File: config.mk
export PLATFORM = sky130hd
export DESIGN_NAME = seqdet_rr_scheduler
export DESIGN_NICKNAME = d
export VERILOG_FILES = /design/src/rtl/seqdet_pkg.sv /design/src/rtl/seqdet_step.sv /design/src/rtl/seqdet_rr_scheduler.sv
export SDC_FILE = /design/constraint.sdc
export NUM_CORES = 1
export LEC_CHECK = 0
export ABC_AREA = 1
export CAP_MARGIN = 30
export CORE_ASPECT_RATIO = 0.75
export CORE_MARGIN = 1.5
export CORE_UTILIZATION = 43
export DETAILED_ROUTE_END_ITERATION = 10
export PLACE_DENSITY_LB_ADDON = 0.2
export SKIP_CTS_REPAIR_TIMING = 1
export SYNTH_ARGS = -nofsm -noshare
export SYNTH_HDL_FRONTEND = slang
export SYNTH_HIERARCHICAL = 1
export SYNTH_SLANG_ARGS = --single-unit
File: constraint.sdc
create_clock -name clk -period 2.7 [get_ports clk]
set_clock_uncertainty 0.05 [all_clocks]
set_input_delay 0.405 -clock clk [delete_from_list [all_inputs] [get_ports clk]]
set_output_delay 0.405 -clock clk [all_outputs]
set_load 0.01 [all_outputs]
File: src/rtl/seqdet_pkg.sv
// Shared types and elaboration-time helpers for the multi-channel pattern detector.
// Optional per-channel match counters are enabled with SEQDET_MATCH_CNT_EN.
package seqdet_pkg;

    typedef enum logic {
        RUN   = 1'b0,
        FLUSH = 1'b1
    } state_t;

    function automatic int prog_w(input int plen);
        return (plen <= 2) ? 1 : $clog2(plen);
    endfunction

    // Bit j of the pattern in arrival order (j = 0 is the first bit received).
    function automatic logic pbit(input logic [7:0] pat, input int plen,
                                  input int j);
        logic [7:0] t;
        t = pat >> (plen - 1 - j);
        return t[0];
    endfunction

    // Failure function: longest proper border of the first k pattern bits.
    function automatic int border(input logic [7:0] pat, input int plen,
                                  input int k);
        int r;
        logic ok;
        r = 0;
        for (int m = 1; m < k; m++) begin
            ok = 1'b1;
            for (int j = 0; j < m; j++)
                if (pbit(pat, plen, k - m + j) != pbit(pat, plen, j))
                    ok = 1'b0;
            if (ok)
                r = m;
        end
        return r;
    endfunction

    // Longest pattern prefix that ends the matched prefix p extended by b.
    function automatic int step_next(input logic [7:0] pat, input int plen,
                                     input int p, input logic b);
        int r;
        logic ok;
        logic sb;
        r = 0;
        for (int k = 1; k <= p + 1; k++) begin
            ok = 1'b1;
            for (int j = 0; j < k; j++) begin
                sb = (p + 1 - k + j < p) ? pbit(pat, plen, p + 1 - k + j) : b;
                if (sb != pbit(pat, plen, j))
                    ok = 1'b0;
            end
            if (ok)
                r = k;
        end
        return r;
    endfunction

endpackage

File: src/rtl/seqdet_step.sv
// Shared detector step: (progress, bit) -> (next progress, hit).
// Built as a constant lookup table so the datapath is a single mux.
module seqdet_step
    import seqdet_pkg::*;
#(
    parameter int              PLEN    = 4,
    parameter logic [PLEN-1:0] PATTERN = 4'b1010,
    localparam int             PW      = prog_w(PLEN)
) (
    input  logic [PW-1:0] i_p,
    input  logic          i_b,
    output logic [PW-1:0] o_p,
    output logic          o_hit
);

    localparam logic [7:0] PAT8 = 8'(PATTERN);
    localparam int         NENT = 2 ** (PW + 1);
    localparam int         BRD  = border(PAT8, PLEN, PLEN);

    logic [PW-1:0]   w_nxt [NENT];
    logic [NENT-1:0] w_hit;

    for (genvar i = 0; i < NENT; i++) begin : g_tab
        localparam int N = ((i / 2) < PLEN) ?
            step_next(PAT8, PLEN, i / 2, (i % 2) == 1) : 0;
        assign w_nxt[i] = PW'((N == PLEN) ? BRD : N);
        assign w_hit[i] = (N == PLEN);
    end

    assign o_p   = w_nxt[{i_p, i_b}];
    assign o_hit = w_hit[{i_p, i_b}];

endmodule

File: src/rtl/seqdet_rr_scheduler.sv
// Round-robin scheduler sharing one pattern-detector step across NCH channels.
// Define SEQDET_MATCH_CNT_EN to add saturating per-channel match counters.
module seqdet_rr_scheduler
    import seqdet_pkg::*;
#(
    parameter int              NCH     = 4,
    parameter int              PLEN    = 4,
    parameter logic [PLEN-1:0] PATTERN = 4'b1010,
    parameter int              CNT_W   = 8,
    localparam int             CHW     = $clog2(NCH),
    localparam int             PW      = prog_w(PLEN)
) (
    input  logic           clk,
    input  logic           rst,
    input  logic [NCH-1:0] req_valid,
    input  logic [NCH-1:0] req_bit,
    output logic [NCH-1:0] req_ready,
    input  logic           flush,
    output logic           busy,
    output logic           match_valid,
    output logic [CHW-1:0] match_ch
`ifdef SEQDET_MATCH_CNT_EN
    ,
    input  logic [CHW-1:0]   cnt_rd_ch,
    output logic [CNT_W-1:0] cnt_rd_data
`endif
);

    localparam logic [CHW-1:0] LAST  = CHW'(NCH - 1);
    localparam logic [CHW:0]   NCH_V = (CHW + 1)'(NCH);

    state_t         r_state;
    state_t         w_state_nxt;
    logic [CHW-1:0] r_rr;
    logic [CHW-1:0] r_idx;
    logic [PW-1:0]  r_prog [NCH];
    logic           r_mv;
    logic [CHW-1:0] r_mch;

    logic [NCH-1:0] w_gnt;
    logic [CHW-1:0] w_gidx;
    logic           w_any;
    logic [CHW:0]   w_j;
    logic           w_xfer;
    logic [PW-1:0]  w_p_nxt;
    logic           w_hit;

    // Cyclic priority search starting at the round-robin pointer.
    always_comb begin
        w_any  = 1'b0;
        w_gidx = '0;
        w_j    = '0;
        for (int k = 0; k < NCH; k++) begin
            w_j = {1'b0, r_rr} + (CHW + 1)'(k);
            if (w_j >= NCH_V)
                w_j = w_j - NCH_V;
            if (!w_any && req_valid[w_j[CHW-1:0]]) begin
                w_any  = 1'b1;
                w_gidx = w_j[CHW-1:0];
            end
        end
        w_gnt         = '0;
        w_gnt[w_gidx] = w_any;
    end

    assign w_xfer = (r_state == RUN) && !flush && w_any;

    seqdet_step #(
        .PLEN    (PLEN),
        .PATTERN (PATTERN)
    ) u_step (
        .i_p   (r_prog[w_gidx]),
        .i_b   (req_bit[w_gidx]),
        .o_p   (w_p_nxt),
        .o_hit (w_hit)
    );

    always_ff @(posedge clk or posedge rst) begin
        if (rst)
            r_state <= RUN;
        else
            r_state <= w_state_nxt;
    end

    always_comb begin
        w_state_nxt = r_state;
        unique case (r_state)
            RUN:     if (flush) w_state_nxt = FLUSH;
            FLUSH:   if (r_idx == LAST) w_state_nxt = RUN;
            default: w_state_nxt = RUN;
        endcase
    end

    always_comb begin
        req_ready = '0;
        busy      = 1'b0;
        unique case (r_state)
            RUN:     if (!flush) req_ready = w_gnt;
            FLUSH:   busy = 1'b1;
            default: busy = 1'b0;
        endcase
    end

    always_ff @(posedge clk or posedge rst) begin
        if (rst) begin
            r_rr  <= '0;
            r_idx <= '0;
            r_mv  <= 1'b0;
            r_mch <= '0;
            for (int i = 0; i < NCH; i++)
                r_prog[i] <= '0;
        end else begin
            r_mv <= 1'b0;
            if (r_state == FLUSH) begin
                r_prog[r_idx] <= '0;
                r_idx         <= (r_idx == LAST) ? '0 : r_idx + 1'b1;
            end else if (flush) begin
                r_idx <= '0;
            end else if (w_xfer) begin
                r_prog[w_gidx] <= w_p_nxt;
                r_rr           <= (w_gidx == LAST) ? '0 : w_gidx + 1'b1;
                r_mv           <= w_hit;
                if (w_hit)
                    r_mch <= w_gidx;
            end
        end
    end

    assign match_valid = r_mv;
    assign match_ch    = r_mch;

`ifdef SEQDET_MATCH_CNT_EN
    logic [CNT_W-1:0] r_cnt [NCH];

    always_ff @(posedge clk or posedge rst) begin
        if (rst) begin
            for (int i = 0; i < NCH; i++)
                r_cnt[i] <= '0;
        end else if (r_state == RUN && flush) begin
            for (int i = 0; i < NCH; i++)
                r_cnt[i] <= '0;
        end else if (w_xfer && w_hit && r_cnt[w_gidx] != '1) begin
            r_cnt[w_gidx] <= r_cnt[w_gidx] + 1'b1;
        end
    end

    assign cnt_rd_data = r_cnt[cnt_rd_ch];
`else
    // Width only matters when counters are built; keep it referenced.
    if (CNT_W < 1) begin : g_cnt_w_unused
    end
`endif

endmodule

* Yosys cells after proc, flatten, opt, wreduce, memory -nomap -nowiden
Memories as Yosys holds them, arrays and structs flattened.
Cells that the tools add are included.
** Word-level totals
- Bits in registers :: 16
- ROM bits :: 24
- Input bits :: 11
- Output and inout port bits :: 8
- Logic and storage cells :: 115
- Memories :: 2
** Memory list
- (no name shown) :: words 8, bits a word 2, rd ports 1, clocked after memory_dff 0, write ports 0, line seqdet_step.sv:30 : assign o_p = w_nxt[{i_p, i_b}];
- (no name shown) :: words 8, bits a word 1, rd ports 1, clocked after memory_dff 0, write ports 0, line seqdet_step.sv:31 : assign o_hit = w_hit[{i_p, i_b}];
** Cells by class
- Add/subtract/negate cells :: 9
- Magnitude comparators :: 16
- Equal/unequal tests :: 3
- Multiplexer cells :: 51
- Bitwise logic cells :: 8
- Reduce and logical (&&, ||, !) cells :: 17
** Operators with widths (count)
- 2-bit 2-to-1 mux :: 18
- 8-bit 2-to-1 mux :: 3
- 1-bit 2-to-1 mux :: 17
- 3-bit >= comparator (second input constant) :: 5
- 2-bit by 3-bit < comparator with 1-bit output (second input constant) :: 5
- 1-bit binary-select mux with 2-bit select :: 5
- 8-bit AND :: 1
- 8-bit bitwise mux :: 1
- 2-bit demux with 2-bit select :: 2
- 1-bit logical AND :: 8
- 4-bit 2-to-1 mux :: 2
- 8-bit inverter :: 1
- 2-bit by 1-bit subtractor with 2-bit output (second input constant) :: 4
- 2-bit by 2-bit adder with 3-bit output (second input constant) :: 2
- 3-bit by 1-bit < comparator with 1-bit output (second input constant) :: 2
- 2-bit inverter with 3-bit output :: 2
- 2-bit by 1-bit adder with 2-bit output (second input constant) :: 2
- 4-bit AND :: 1
- 2-bit binary-select mux with 2-bit select :: 1
- 2-bit == test (second input constant) :: 2
- 4-bit >= comparator (second input constant) :: 1
- 1-bit zero test :: 4
- 3-bit by 4-bit < comparator with 1-bit output (second input constant) :: 1
- 3-bit inverter with 4-bit output :: 1
- other kinds (11) :: 13

* Longest topological paths before layout
Gate-level depths: netlist (run 1).
- Depth after elaboration :: 26
- Gate-level depth with buffers :: 21
- Mapped depth without buffers :: 21

* Cells and area by module
The synthesis (run 1) kept the hierarchy.
** By module, submodules not included
- seqdet_rr_scheduler :: instances 1, cells an instance 183, area each 1322.5 um2, sequential area each 400.4 um2
- seqdet_step :: instances 1, cells an instance 10, area each 50.0 um2, sequential area each 0.0 um2

* Least setup slack after synthesis (run 1)
Ideal clock, no wire load.
- Kind :: register -> register
- Start point :: register r_rr[0]
- End point :: register r_mch[1] (netlist: match_ch[1])
- Setup time :: 119 ps
- Arrival :: 1968 ps
- Required time :: 2531 ps
- Slack :: 563 ps
- Cell stages (with the launch flop) :: 20
- Path buffers :: 1
- Clock period less this slack :: 2137 ps
- Path through :: dfrtp_1 > buf_6 > nand2_1 > nand2_1 > nand2_2 > nand2_4 > nor2_8 > nand3_4 > nand2_4 > nand2_1 > nand3_1 > nand2_1 > inv_1 > ha_1 > nand2_1 > inv_1 > inv_1 > nor2_4 > nand2_1 > o21a_1
** Between the ends
- Cells in the longest elaborated chain, start to end :: 21
- Elaborated cells on any way between the ends :: 47
- Those cells by class :: add/sub: 7; order compare: 4; mux: 26; bitwise: 1; reduce/logical: 8; memory: 1
** Ends and longest elaborated chain
- start, declared :: line seqdet_rr_scheduler.sv:34 : logic [CHW-1:0] r_rr;
- start signal, assigned :: line seqdet_rr_scheduler.sv:121 : r_rr <= (w_gidx == LAST) ? '0 : w_gidx + 1'b1;
- branches (longest 13 deep; another with 2-bit by 1-bit adder with 3-bit output)
- 2-bit 2-to-1 mux * :: line seqdet_rr_scheduler.sv:57 : if (!w_any && req_valid[w_j[CHW-1:0]]) begin
- 2-bit inverter with 3-bit output (implied by the code) :: line seqdet_rr_scheduler.sv:72 : .i_p (r_prog[w_gidx]),
- 2-bit binary-select mux with 2-bit select :: line seqdet_rr_scheduler.sv:72
- 2-bit 2-to-1 mux (implied by the code) (2 in series) :: line seqdet_rr_scheduler.sv:72
- memory 8 x 1 bit *
- 1-bit 2-to-1 mux (implied by the code) * :: line seqdet_step.sv:31
- named net w_hit :: line seqdet_rr_scheduler.sv:46 : logic w_hit;
- 4-bit AND reduction (no source line) *
- end signal, assigned :: line seqdet_rr_scheduler.sv:124 : r_mch <= w_gidx;
- end, declared :: line seqdet_rr_scheduler.sv:38 : logic [CHW-1:0] r_mch;
Mark *: on every way through the listed nets, which the timed path passes. The select of a mux whose other input is x is not followed.
A chain may end at the register's enable or synchronous reset.

* Worst setup path in the final report (run 1)
- Start point :: register r_rr[0]
- End point :: output port req_ready[2]
** Between the ends
- Cells in the longest elaborated chain, start to end :: 21
- Elaborated cells on any way between the ends :: 45
- Those cells by class :: add/sub: 7; order compare: 6; mux: 24; bitwise: 1; reduce/logical: 7
** Ends and longest elaborated chain
- branches (longest 18 deep; another with 2-bit by 1-bit adder with 3-bit output)
- 4-bit AND (no source line) *
- 4-bit 2-to-1 mux * :: line seqdet_rr_scheduler.sv:98 : RUN: if (!flush) req_ready = w_gnt;
- 4-bit 2-to-1 mux * :: line seqdet_rr_scheduler.sv:97 : unique case (r_state)
- end, declared :: line seqdet_rr_scheduler.sv:17 : output logic [NCH-1:0] req_ready,
Mark *: on every way between the ends. The select of a mux whose other input is x is not followed.

==> qor.tcl, run 1 <==
set qor(clkTransAtPathRegs_ps) 60
set qor(final_hold_viol_count) 0
set qor(critical_path.reg2reg.startpoint) {r_rr[0]$_DFFE_PP0P_}
set qor(cp_max_fo) 4
set qor(postSynthNetCount) 213
set qor(ctsHtreeMaxLevel) 1
set qor(post_route_wl_mm) 3.570
set qor(synth.yosys.seq_area_share) 0.2917
set qor(postSynth.asyncResetShare) 1.000
set qor(routed_via_density) 4.920
set qor(min_period_ps) 2652
set qor(cell_count_after_synthesis) 193
set qor(grt_start_max_net_pins) 17
set qor(antenna_violating_nets_post_route) 0
set qor(vias) 1353
set qor(clock_sinks) 16
set qor(vert_die_dim_um) 51.93
set qor(max-clock-path-buffers) 2
set qor(r2r_end) {r_prog[5]$_DFFE_PP0P_}
set qor(mostFrequentLayoutCell) {sky130_fd_sc_hd__nand2_1}
set qor(worst-endpoint-arrival_ps) 2200
set qor(grt.overflow.total) 0
set qor(wire_length_of_the_first_global_routing_pass_mm) 5.292
set qor(sum_neg_setup_slack_ps) 0
set qor(fin_crit_sh) 0.9823
set qor(dr.first_iter.drc_count) 71
set qor(cts_tree) {yes}
set qor(dpl.hpwl_mm) 2.614
set qor(min_from) {r_prog[4]$_DFFE_PP0P_}
set qor(worst_slack_ps) 47.71
set qor(max-slew-margin-rel) 0.5689
set qor(worst_ep_required_time_ps) 2250
set qor(endpoint_kind) {primary output}
set qor(dpl_worst_slack_ps) -422.1
set qor(clk_latency_ps) 250
set qor(hold-path-endpoint) {r_prog[4]$_DFFE_PP0P_}
set qor(setup_viol) 0
set qor(number_of_buffers_created_by_cts) 3
set qor(synth.cell_area_sq_um) 1373
set qor(syn_avg_cell_area_sq_um) 7.112
set qor(grtUsageTotal) 0.2013
set qor(placeableCoreArea_sq_um) 2999
set qor(worst-r2r-cell-count) 21
set qor(max_cap_viol_count) 0
set qor(timing.fmax_mhz) 377.0
set qor(final.fill_count) 254
set qor(timing.final.max_slew_violations) 0
set qor(fin_worst_hold_slack_ps) 453.4
set qor(drive_gt1_frac) 0.3629
set qor(run_status) {complete, no violations}
set qor(fp.dieW_um) 68.24
set qor(fp.dieArea_sq_um) 3544
set qor(finalWeightedCongestion) 0.8610
set qor(antenna_cells) 0
set qor(worst_hold_path.num_cells) 2
set qor(synth_top_flop_cell) {sky130_fd_sc_hd__dfrtp_1}
set qor(r2r_slack_ps) 90
set qor(synth_enable_flop_cells) 0
set qor(drc) 0
set qor(synthDistinctLibCells) 25
set qor(layout.cells.most_common_list) {58 x sky130_fd_sc_hd__nand2_1, 25 x sky130_fd_sc_hd__nand3_1, 23 x sky130_fd_sc_hd__buf_4, 22 x sky130_fd_sc_hd__inv_1}
set qor(worst-setup-path-type) {flop to primary output}
set qor(synth-seq-cells) 16
set qor(fin_nets) 259
set qor(areaGrowthSynthToFinish_pct) 38.20
set qor(tightest_slew_ps) 645.9
set qor(floorplan.rows) 17
set qor(drt-pass1-iter-count) 4
set qor(antenna_found_initial) 0
set qor(drt-wirelength-per-cell_um) 12.98
set qor(buffer_ports.inserted) 18
set qor(initial_cell_density_of_the_core) 0.4577
set qor(yosysWarningCount) 6
set qor(hold_path.class) {flop to flop}
set qor(vias_in_the_first_global_route) 1250
set qor(root_buffer) {sky130_fd_sc_hd__clkbuf_8}
set qor(cp-start-kind) {flop}
set qor(ioPinCount) 19
sequential cells by signal (all words and copies together) (netlist names):
| name | flops |
|---|---|
| r_prog | 8 |
| match_valid | 1 |
| r_state | 1 |
| r_idx | 2 |
| r_rr | 2 |
| match_ch | 2 |
layout make-up:
type	count	area, sq um	share of cell area
Tap cell	38	47.55	0.02507
Clock buffer	3	41.29	0.02177
Timing Repair inverter	1	7.507	0.003958
Sequential cell	16	402.9	0.2124
Inverter	39	163.9	0.08641
Timing Repair Buffer	43	387.9	0.2045
Multi-Input combinational cell	135	845.8	0.4459
metal layers:
metal | global-route usage | share of wire
met2 | 0.3220 | 0.47
met1 | 0.2784 | 0.48
met4 | 0.04667 | 0.0081
met5 | 0 | 0
met3 | 0.04113 | 0.049
worst max-delay path, cell delays in order (launching register included):
cell and delay (ps):
sky130_fd_sc_hd__dfrtp_2 470, sky130_fd_sc_hd__buf_4 170, sky130_fd_sc_hd__nand2_2 80, sky130_fd_sc_hd__nand3_1 110, sky130_fd_sc_hd__nand2_2 110, sky130_fd_sc_hd__nand2_2 70, sky130_fd_sc_hd__nand2_1 70, sky130_fd_sc_hd__nand2_1 70
sky130_fd_sc_hd__nand2_2 100, sky130_fd_sc_hd__nand2_4 50, sky130_fd_sc_hd__buf_4 140, sky130_fd_sc_hd__ha_1 220, sky130_fd_sc_hd__nand2_4 100, sky130_fd_sc_hd__inv_4 30, sky130_fd_sc_hd__dlymetal6s2s_1 160
through the flow:
| stage | cells | utilization | cell area (sq um) |
|---|---|---|---|
| 5_1_grt | 275 | 0.6325 | 1897 |
| 3_5_place_dp | 266 | 0.5761 | 1728 |
| 2_1_floorplan | 193 | - | 1373 |
| 6_report | 275 | 0.6325 | 1897 |
| 4_1_cts | 269 | 0.5899 | 1769 |
| 3_3_place_gp | 266 | 0.5761 | 1728 |
how the worst max path moves through the flow:
stage	from	to	slack (ps)	depth (start not counted)
after floorplan	r_rr[0]$_DFFE_PP0P_	match_ch[1]$_DFFE_PP0P_	560	19
after global placement	req_valid[2]	req_ready[3]	-280	15
after detailed placement	req_valid[2]	req_ready[3]	-420	15
after CTS	req_valid[2]	req_ready[3]	-450	15
after global routing	r_rr[0]$_DFFE_PP0P_	r_prog[1]$_DFFE_PP0P_	-60	21
final	r_rr[0]$_DFFE_PP0P_	req_ready[2]	50	14
cells by family after synthesis:
| group | Yosys count | synth area share |
|---|---|---|
| AND/OR/NAND/NOR | 117 | 0.4549 |
| buffers and inverters | 42 | 0.1340 |
| flip-flops | 16 | 0.2917 |
| AO/OA/AOI/OAI | 9 | 0.03737 |
| adder cells (fa/ha/maj) | 9 | 0.08204 |
cells in the mapped netlist, types with 2 or more instances:
cell type,n,area share
sky130_fd_sc_hd__inv_1,31,0.085
sky130_fd_sc_hd__nand3_2,2,0.015
sky130_fd_sc_hd__inv_2,4,0.011
sky130_fd_sc_hd__nand2_4,8,0.066
sky130_fd_sc_hd__nand3_1,27,0.098
sky130_fd_sc_hd__nor2_4,2,0.016
sky130_fd_sc_hd__ha_1,9,0.082
sky130_fd_sc_hd__inv_4,3,0.014
sky130_fd_sc_hd__nand2_1,67,0.18
sky130_fd_sc_hd__o21ai_0,5,0.018
sky130_fd_sc_hd__dfrtp_1,16,0.29
sky130_fd_sc_hd__nand2_2,6,0.027
Power of run 1 is left out: the tool's default activity adds up to more than one toggle a clock period on the data nets, which glitch-free logic cannot reach.
==> run 2, diff against run 1 <==
- CTS_CLUSTER_SIZE: default -> 12
- SKIP_CTS_REPAIR_TIMING: 1 -> default
==> qor.tcl, run 2 (synthesis gave the netlist of run 1 again) <==
set qor(fin_worst_hold_slack_ps) 454.8 ;# was 453.4 ps
set qor(drive_gt1_frac) 0.3882 ;# was 0.3629
set qor(worst-r2r-cell-count) 21 ;# unchanged
set qor(worst-setup-path-type) {flop to primary output} ;# unchanged
set qor(largest_register_ff_count) 8 ;# unchanged
set qor(grt.overflow.total) 0 ;# unchanged
set qor(routed_via_density) 5.055 ;# was 4.920
set qor(r2r_end) {r_prog[5]$_DFFE_PP0P_} ;# unchanged
set qor(vert_die_dim_um) 51.93 ;# unchanged
set qor(run_status) {complete, no violations} ;# unchanged
set qor(min_period_ps) 2680 ;# was 2652 ps
set qor(dpl.hpwl_mm) 2.614 ;# unchanged
set qor(antenna_cells) 0 ;# unchanged
set qor(fp.dieW_um) 68.24 ;# unchanged
set qor(fin_nets) 259 ;# unchanged
set qor(layout.cells.most_common_list) {55 x sky130_fd_sc_hd__nand2_1, 24 x sky130_fd_sc_hd__inv_1, 24 x sky130_fd_sc_hd__nand3_1, 22 x sky130_fd_sc_hd__buf_4, 15 x sky130_fd_sc_hd__nand2_2} ;# was 58 x sky130_fd_sc_hd__nand2_1, 25 x sky130_fd_sc_hd__nand3_1, 23 x sky130_fd_sc_hd__buf_4, 22 x sky130_fd_sc_hd__inv_1
set qor(critical_path.reg2reg.startpoint) {r_rr[0]$_DFFE_PP0P_} ;# unchanged
set qor(cts_tree) {yes} ;# unchanged
set qor(fin_crit_sh) 0.9926 ;# was 0.9823
set qor(max-slew-margin-rel) 0.5889 ;# was 0.5689
set qor(dr.first_iter.drc_count) 83 ;# was 71
set qor(ctsHtreeMaxLevel) 1 ;# unchanged
set qor(cp_max_fo) 7 ;# was 4
set qor(worst_hold_path.num_cells) 1 ;# was 2
set qor(drt-pass1-iter-count) 4 ;# unchanged
set qor(drt-wirelength-per-cell_um) 13.40 ;# was 12.98 um
set qor(vias) 1390 ;# was 1353
set qor(fp.dieArea_sq_um) 3544 ;# unchanged
set qor(timing.fmax_mhz) 373.1 ;# was 377.0 MHz
set qor(clock_sinks) 16 ;# unchanged
set qor(clkTransAtPathRegs_ps) 60 ;# about the same
set qor(antenna_violating_nets_post_route) 0 ;# unchanged
set qor(critical_path.startpoint) {r_rr[0]$_DFFE_PP0P_} ;# unchanged
set qor(number_of_buffers_created_by_cts) 3 ;# unchanged
set qor(hold_path.class) {flop to flop} ;# unchanged
set qor(ioPinCount) 19 ;# unchanged
set qor(timing.critical_path.to) {req_ready[1]} ;# was req_ready[2]
set qor(worst-endpoint-arrival_ps) 2230 ;# was 2200 ps
set qor(mostFrequentLayoutCell) {sky130_fd_sc_hd__nand2_1} ;# unchanged
set qor(finalWeightedCongestion) 0.8610 ;# unchanged
set qor(wire_length_of_the_first_global_routing_pass_mm) 5.533 ;# was 5.292 mm
set qor(buffer_ports.inserted) 18 ;# unchanged
set qor(worst_slack_ps) 19.90 ;# was 47.71 ps
set qor(area_of_the_multi_input_gates_sq_um) 895.9 ;# was 845.8 sq um
set qor(max-clock-path-buffers) 2 ;# unchanged
set qor(antenna_found_initial) 0 ;# unchanged
set qor(final.fill_count) 250 ;# was 254
set qor(root_buffer) {sky130_fd_sc_hd__clkbuf_8} ;# unchanged
set qor(timing.final.max_slew_violations) 0 ;# unchanged
set qor(cp-start-kind) {flop} ;# unchanged
set qor(post_route_wl_mm) 3.685 ;# was 3.570 mm
set qor(clk_latency_ps) 250 ;# about the same
set qor(floorplan.rows) 17 ;# unchanged
set qor(sequential_cell_area_sq_um) 402.9 ;# unchanged
set qor(dpl_worst_slack_ps) -422.1 ;# unchanged
set qor(max_cap_viol_count) 0 ;# unchanged
set qor(areaGrowthSynthToFinish_pct) 41.66 ;# was 38.20%
set qor(grtUsageTotal) 0.2100 ;# was 0.2013
set qor(rsz0062_at_grt) {true}
set qor(vias_in_the_first_global_route) 1296 ;# was 1250
set qor(final_hold_viol_count) 0 ;# unchanged
set qor(worst_ep_required_time_ps) 2250 ;# about the same
set qor(endpoint_kind) {primary output} ;# unchanged
set qor(setup_viol) 0 ;# unchanged
set qor(tightest_slew_ps) 615.9 ;# was 645.9 ps
set qor(max_flop_register) {r_prog} ;# unchanged
set qor(drc) 0 ;# unchanged
set qor(initial_cell_density_of_the_core) 0.4577 ;# unchanged
set qor(r2r_slack_ps) 100 ;# was 90 ps
set qor(placeableCoreArea_sq_um) 2999 ;# unchanged
set qor(grt_start_max_net_pins) 17 ;# unchanged
[run 2: cell type report]
class,instances,share of cell area
flip-flops and latches,16,0.2072
repair buffers,43,0.1943
well taps,38,0.02445
multi-input cells,135,0.4607
clock buffers,3,0.02124
inverters,39,0.08816
repair inverters,1,0.003861
[run 2: critical path, cell delays in order, from the launching register on]
cell,delay [ps]
sky130_fd_sc_hd__dfrtp_2,460
sky130_fd_sc_hd__buf_6,160
sky130_fd_sc_hd__nand2_1,70
sky130_fd_sc_hd__nand2_1,90
sky130_fd_sc_hd__nand2_4,100
sky130_fd_sc_hd__nand2_4,70
sky130_fd_sc_hd__nor2_8,110
sky130_fd_sc_hd__nand3_1,80
sky130_fd_sc_hd__nand3_1,90
sky130_fd_sc_hd__nand2_2,100
sky130_fd_sc_hd__buf_6,150
sky130_fd_sc_hd__ha_4,160
sky130_fd_sc_hd__nand2_4,80
sky130_fd_sc_hd__inv_4,40
sky130_fd_sc_hd__clkdlybuf4s15_2,210
[run 2: timing repair]
action / CTS / global route
pin swaps: 3 / 17
hold buffers: 0 / 0
resized for setup: 23 / 37
buffers inserted: 2 / 3
endpoints found under the setup margin: 9 / 11
cloned: 0 / 1
[run 2: per-stage QoR]
stage                 util  area (sq um)  TNS [ps]  std cells
CTS                 0.6058          1817         0        271
detailed placement  0.5761          1728     -3160        266
finish              0.6483          1944         0        275
global placement    0.5761          1728     -1638        266
global route        0.6483          1944    -217.2        275
floorplan                -          1373         0        193
[run 2: routing by layer]
metal	GRT usage	vias up	wire length (um)
li1	-	682	-
met3	0.04113	6	225
met2	0.3430	49	1700
met1	0.2851	653	1723
met5	0	-	0
met4	0.05000	0	35
[run 2: worst min path at each step]
stage	from	end	slack (ps)
4_1_cts	match_ch[1]$_DFFE_PP0P_	match_ch[1]$_DFFE_PP0P_	450
2_1_floorplan	rst	match_ch[0]$_DFFE_PP0P_	270
6_report	match_ch[1]$_DFFE_PP0P_	match_ch[1]$_DFFE_PP0P_	450
3_3_place_gp	match_ch[1]$_DFFE_PP0P_	match_ch[1]$_DFFE_PP0P_	430
3_5_place_dp	match_ch[1]$_DFFE_PP0P_	match_ch[1]$_DFFE_PP0P_	440
5_1_grt	match_ch[1]$_DFFE_PP0P_	match_ch[1]$_DFFE_PP0P_	480
Power of run 2 is left out for the same reason.
==> run 3, diff against run 2 <==
- CORE_MARGIN: 1.5 -> default
- HOLD_SLACK_MARGIN: default -> 0.05
==> qor.tcl, run 3 (synthesis gave the netlist of run 1 again) <==
set qor(timing.final.max_slew_violations) 0 ;# unchanged
set qor(rsz0062_at_grt) {true} ;# unchanged
set qor(tightest_slew_ps) 640.6 ;# was 615.9 ps
set qor(final_hold_viol_count) 0 ;# unchanged
set qor(max-slew-margin-rel) 0.5725 ;# was 0.5889
set qor(max_flop_register) {r_prog} ;# unchanged
set qor(worstPathBufferInverterCount) 5 ;# was 4
set qor(drc) 0 ;# unchanged
set qor(worst_slack_ps) 80.24 ;# was 19.90 ps
set qor(grt_start_max_net_pins) 17 ;# unchanged
set qor(crit_top_cell) {sky130_fd_sc_hd__nand2_4} ;# unchanged
set qor(crit_slowest_cell) {sky130_fd_sc_hd__dfrtp_2} ;# unchanged
set qor(antenna_cells) 0 ;# unchanged
set qor(p_per_area_nw_per_um2) 1541
set qor(finalWeightedCongestion) 0.8795 ;# was 0.8610
set qor(antenna_violating_nets_post_route) 0 ;# unchanged
set qor(drt-wirelength-per-cell_um) 12.86 ;# was 13.40 um
set qor(clk_latency_ps) 260 ;# was 250 ps
set qor(post_route_wl_mm) 3.512 ;# was 3.685 mm
set qor(antenna_found_initial) 0 ;# unchanged
set qor(floorplan.rows) 17 ;# unchanged
set qor(setup_viol) 0 ;# unchanged
set qor(hold_path.class) {flop to flop} ;# unchanged
set qor(worst-setup-path-type) {flop to primary output} ;# unchanged
set qor(fin_nets) 256 ;# was 259
set qor(leakagePower_nw) 1.078
set qor(endpoint_kind) {primary output} ;# unchanged
set qor(final_util) 0.6333 ;# was 0.6483
set qor(cts_tree) {yes} ;# unchanged
set qor(areaGrowthSynthToFinish_pct) 38.38 ;# was 41.66%
set qor(clkTransAtPathRegs_ps) 70 ;# was 60 ps
set qor(critical_path.reg2reg.startpoint) {r_rr[0]$_DFFE_PP0P_} ;# unchanged
set qor(drive_gt1_frac) 0.3745 ;# was 0.3882
set qor(worst_ep_required_time_ps) 2250 ;# about the same
set qor(met2WireLength_mm) 1.618 ;# was 1.700 mm
set qor(vias_in_the_first_global_route) 1381 ;# was 1296
set qor(min_from) {r_prog[4]$_DFFE_PP0P_} ;# was match_ch[1]$_DFFE_PP0P_
set qor(cp_top_family) {simple AND/OR/NAND/NOR gates} ;# unchanged
set qor(met3_wirelength_um) 161 ;# was 225 um
set qor(placeableCoreArea_sq_um) 2999 ;# unchanged
set qor(dpl.hpwl_mm) 2.622 ;# was 2.614 mm
set qor(critical_path.startpoint) {r_rr[0]$_DFFE_PP0P_} ;# unchanged
set qor(root_buffer) {sky130_fd_sc_hd__clkbuf_8} ;# unchanged
set qor(ctsHtreeMaxLevel) 1 ;# unchanged
set qor(wire_length_of_the_first_global_routing_pass_mm) 5.885 ;# was 5.533 mm
set qor(vert_die_dim_um) 50.93 ;# was 51.93 um
set qor(fin_crit_sh) 0.9703 ;# was 0.9926
set qor(critical-path-max-stage-delay_ps) 480 ;# was 460 ps
set qor(cts_hold_buf) 0 ;# unchanged
set qor(mostFrequentLayoutCell) {sky130_fd_sc_hd__nand2_1} ;# unchanged
set qor(grt.overflow.total) 0 ;# unchanged
set qor(final_cell_count_no_fill) 273 ;# was 275
set qor(layout.cells.most_common_list) {58 x sky130_fd_sc_hd__nand2_1, 23 x sky130_fd_sc_hd__nand3_1, 23 x sky130_fd_sc_hd__inv_1, 19 x sky130_fd_sc_hd__buf_4} ;# was 55 x sky130_fd_sc_hd__nand2_1, 24 x sky130_fd_sc_hd__inv_1, 24 x sky130_fd_sc_hd__nand3_1, 22 x sky130_fd_sc_hd__buf_4, 15 x sky130_fd_sc_hd__nand2_2
set qor(maximum_vdd_drop_v) 0.0006153
set qor(grtUsageTotal) 0.2302 ;# was 0.2100
set qor(cp-start-kind) {flop} ;# unchanged
set qor(fp.dieW_um) 67.24 ;# was 68.24 um
set qor(routed_via_density) 4.945 ;# was 5.055
set qor(placed_cells) 266 ;# unchanged
set qor(max-clock-path-buffers) 2 ;# unchanged
set qor(largest_register_ff_count) 8 ;# unchanged
set qor(met1_length_mm) 1.683 ;# was 1.723 mm
set qor(min_period_ps) 2620 ;# was 2680 ps
set qor(fin_worst_hold_slack_ps) 462.2 ;# was 454.8 ps
set qor(clock_sinks) 16 ;# unchanged
set qor(ioPinCount) 19 ;# unchanged
set qor(maxUsedRoutingLayer) {met4} ;# unchanged
set qor(buffer_ports.inserted) 18 ;# unchanged
set qor(critical_path.cell_chain) {buf_6 -> nand2_2 -> nand3_4 -> nand2_4 -> inv_1 -> nand2_1 -> nand2_1 -> nand2_2 -> nand2_4 -> inv_2 -> ha_2 -> nand2_4 -> inv_4 -> clkdlybuf4s15_2} ;# was buf_6 -> nand2_1 -> nand2_1 -> nand2_4 -> nand2_4 -> nor2_8 -> nand3_1 -> nand3_1 -> nand2_2 -> buf_6 -> ha_4 -> nand2_4 -> inv_4 -> clkdlybuf4s15_2
set qor(max_cap_viol_count) 0 ;# unchanged
set qor(cp_max_fo) 6 ;# was 7
set qor(drt-pass1-iter-count) 4 ;# unchanged
set qor(vias) 1350 ;# was 1390
set qor(run_status) {complete, no violations} ;# unchanged
set qor(fp.dieArea_sq_um) 3425 ;# was 3544 sq um
set qor(timing.fmax_mhz) 381.7 ;# was 373.1 MHz
set qor(worst-endpoint-arrival_ps) 2160 ;# was 2230 ps
set qor(final.fill_count) 253 ;# was 250
set qor(dpl_worst_slack_ps) -366.7 ;# was -422.1 ps
set qor(dr.first_iter.drc_count) 69 ;# was 83
set qor(number_of_buffers_created_by_cts) 3 ;# unchanged
set qor(initial_cell_density_of_the_core) 0.4577 ;# unchanged
[run 3: cell types whose count changed in the layout (fill, tap and decap cells not counted), moves of 2 or more]
cell | before | now
sky130_fd_sc_hd__inv_2 | 7 | 11
sky130_fd_sc_hd__nand2_4 | 11 | 9
sky130_fd_sc_hd__nand2_1 | 55 | 58
sky130_fd_sc_hd__inv_4 | 7 | 3
sky130_fd_sc_hd__buf_4 | 22 | 19
sky130_fd_sc_hd__nand3_2 | 3 | 5
[run 3: final timing paths]
path                                            to  slack [ps]  depth (start not counted)
setup / recovery                      req_ready[1]          80                         14
hold / removal               r_prog[4]$_DFFE_PP0P_         460                          2
setup reg to reg           match_ch[1]$_DFFE_PP0P_         100                         21
hold reg to reg              r_prog[4]$_DFFE_PP0P_         460                          2
max in group asynchronous      r_rr[1]$_DFFE_PP0P_        1660                          2
min in group asynchronous    r_prog[6]$_DFFE_PP0P_         490                          2
[run 3: metal layers]
metal,GRT usage,up-vias
met5,0,-
met4,0.06028,0
li1,-,676
met2,0.3967,32
met1,0.2968,636
met3,0.03571,6
[run 3: area by class of cell]
class / count / area, sq um / share of cell area
clock buffers: 4 / 55.05 / 0.02899
repair inverters: 1 / 5.005 / 0.002635
multi-input cells: 135 / 863.3 / 0.4545
repair buffers: 40 / 359.1 / 0.1891
flip-flops and latches: 16 / 402.9 / 0.2121
well taps: 38 / 47.55 / 0.02503
inverters: 39 / 166.4 / 0.08762
[run 3: per-stage QoR]
step,total power [mW],cell area [sq um],setup TNS (ps)
6_report,2.926,1899,0
4_1_cts,2.723,1805,-11.37
3_3_place_gp,2.380,1728,-1621
2_1_floorplan,1.739,1373,0
3_5_place_dp,2.458,1728,-2658
5_1_grt,3.199,1899,-182.4
[run 3: repair_timing]
action | CTS | global route
cloned | 0 | 1
pin swaps | 2 | 2
setup endpoints to repair | 4 | 11
buffers inserted | 0 | 2
resized for setup | 18 | 33
[run 3: worst min-delay path, delay by kind of cell (launching register included)]
family | cells | cell delay (ps)
DFF | 1 | 350
and+or+nand+nor | 2 | 120
[run 3: power by group]
group	switching, mW	internal (mW)
registers	0.110	0.340
logic	1.29	0.970
clock network	0.0883	0.130
No activity file was read; power rests on OpenSTA's default activity.
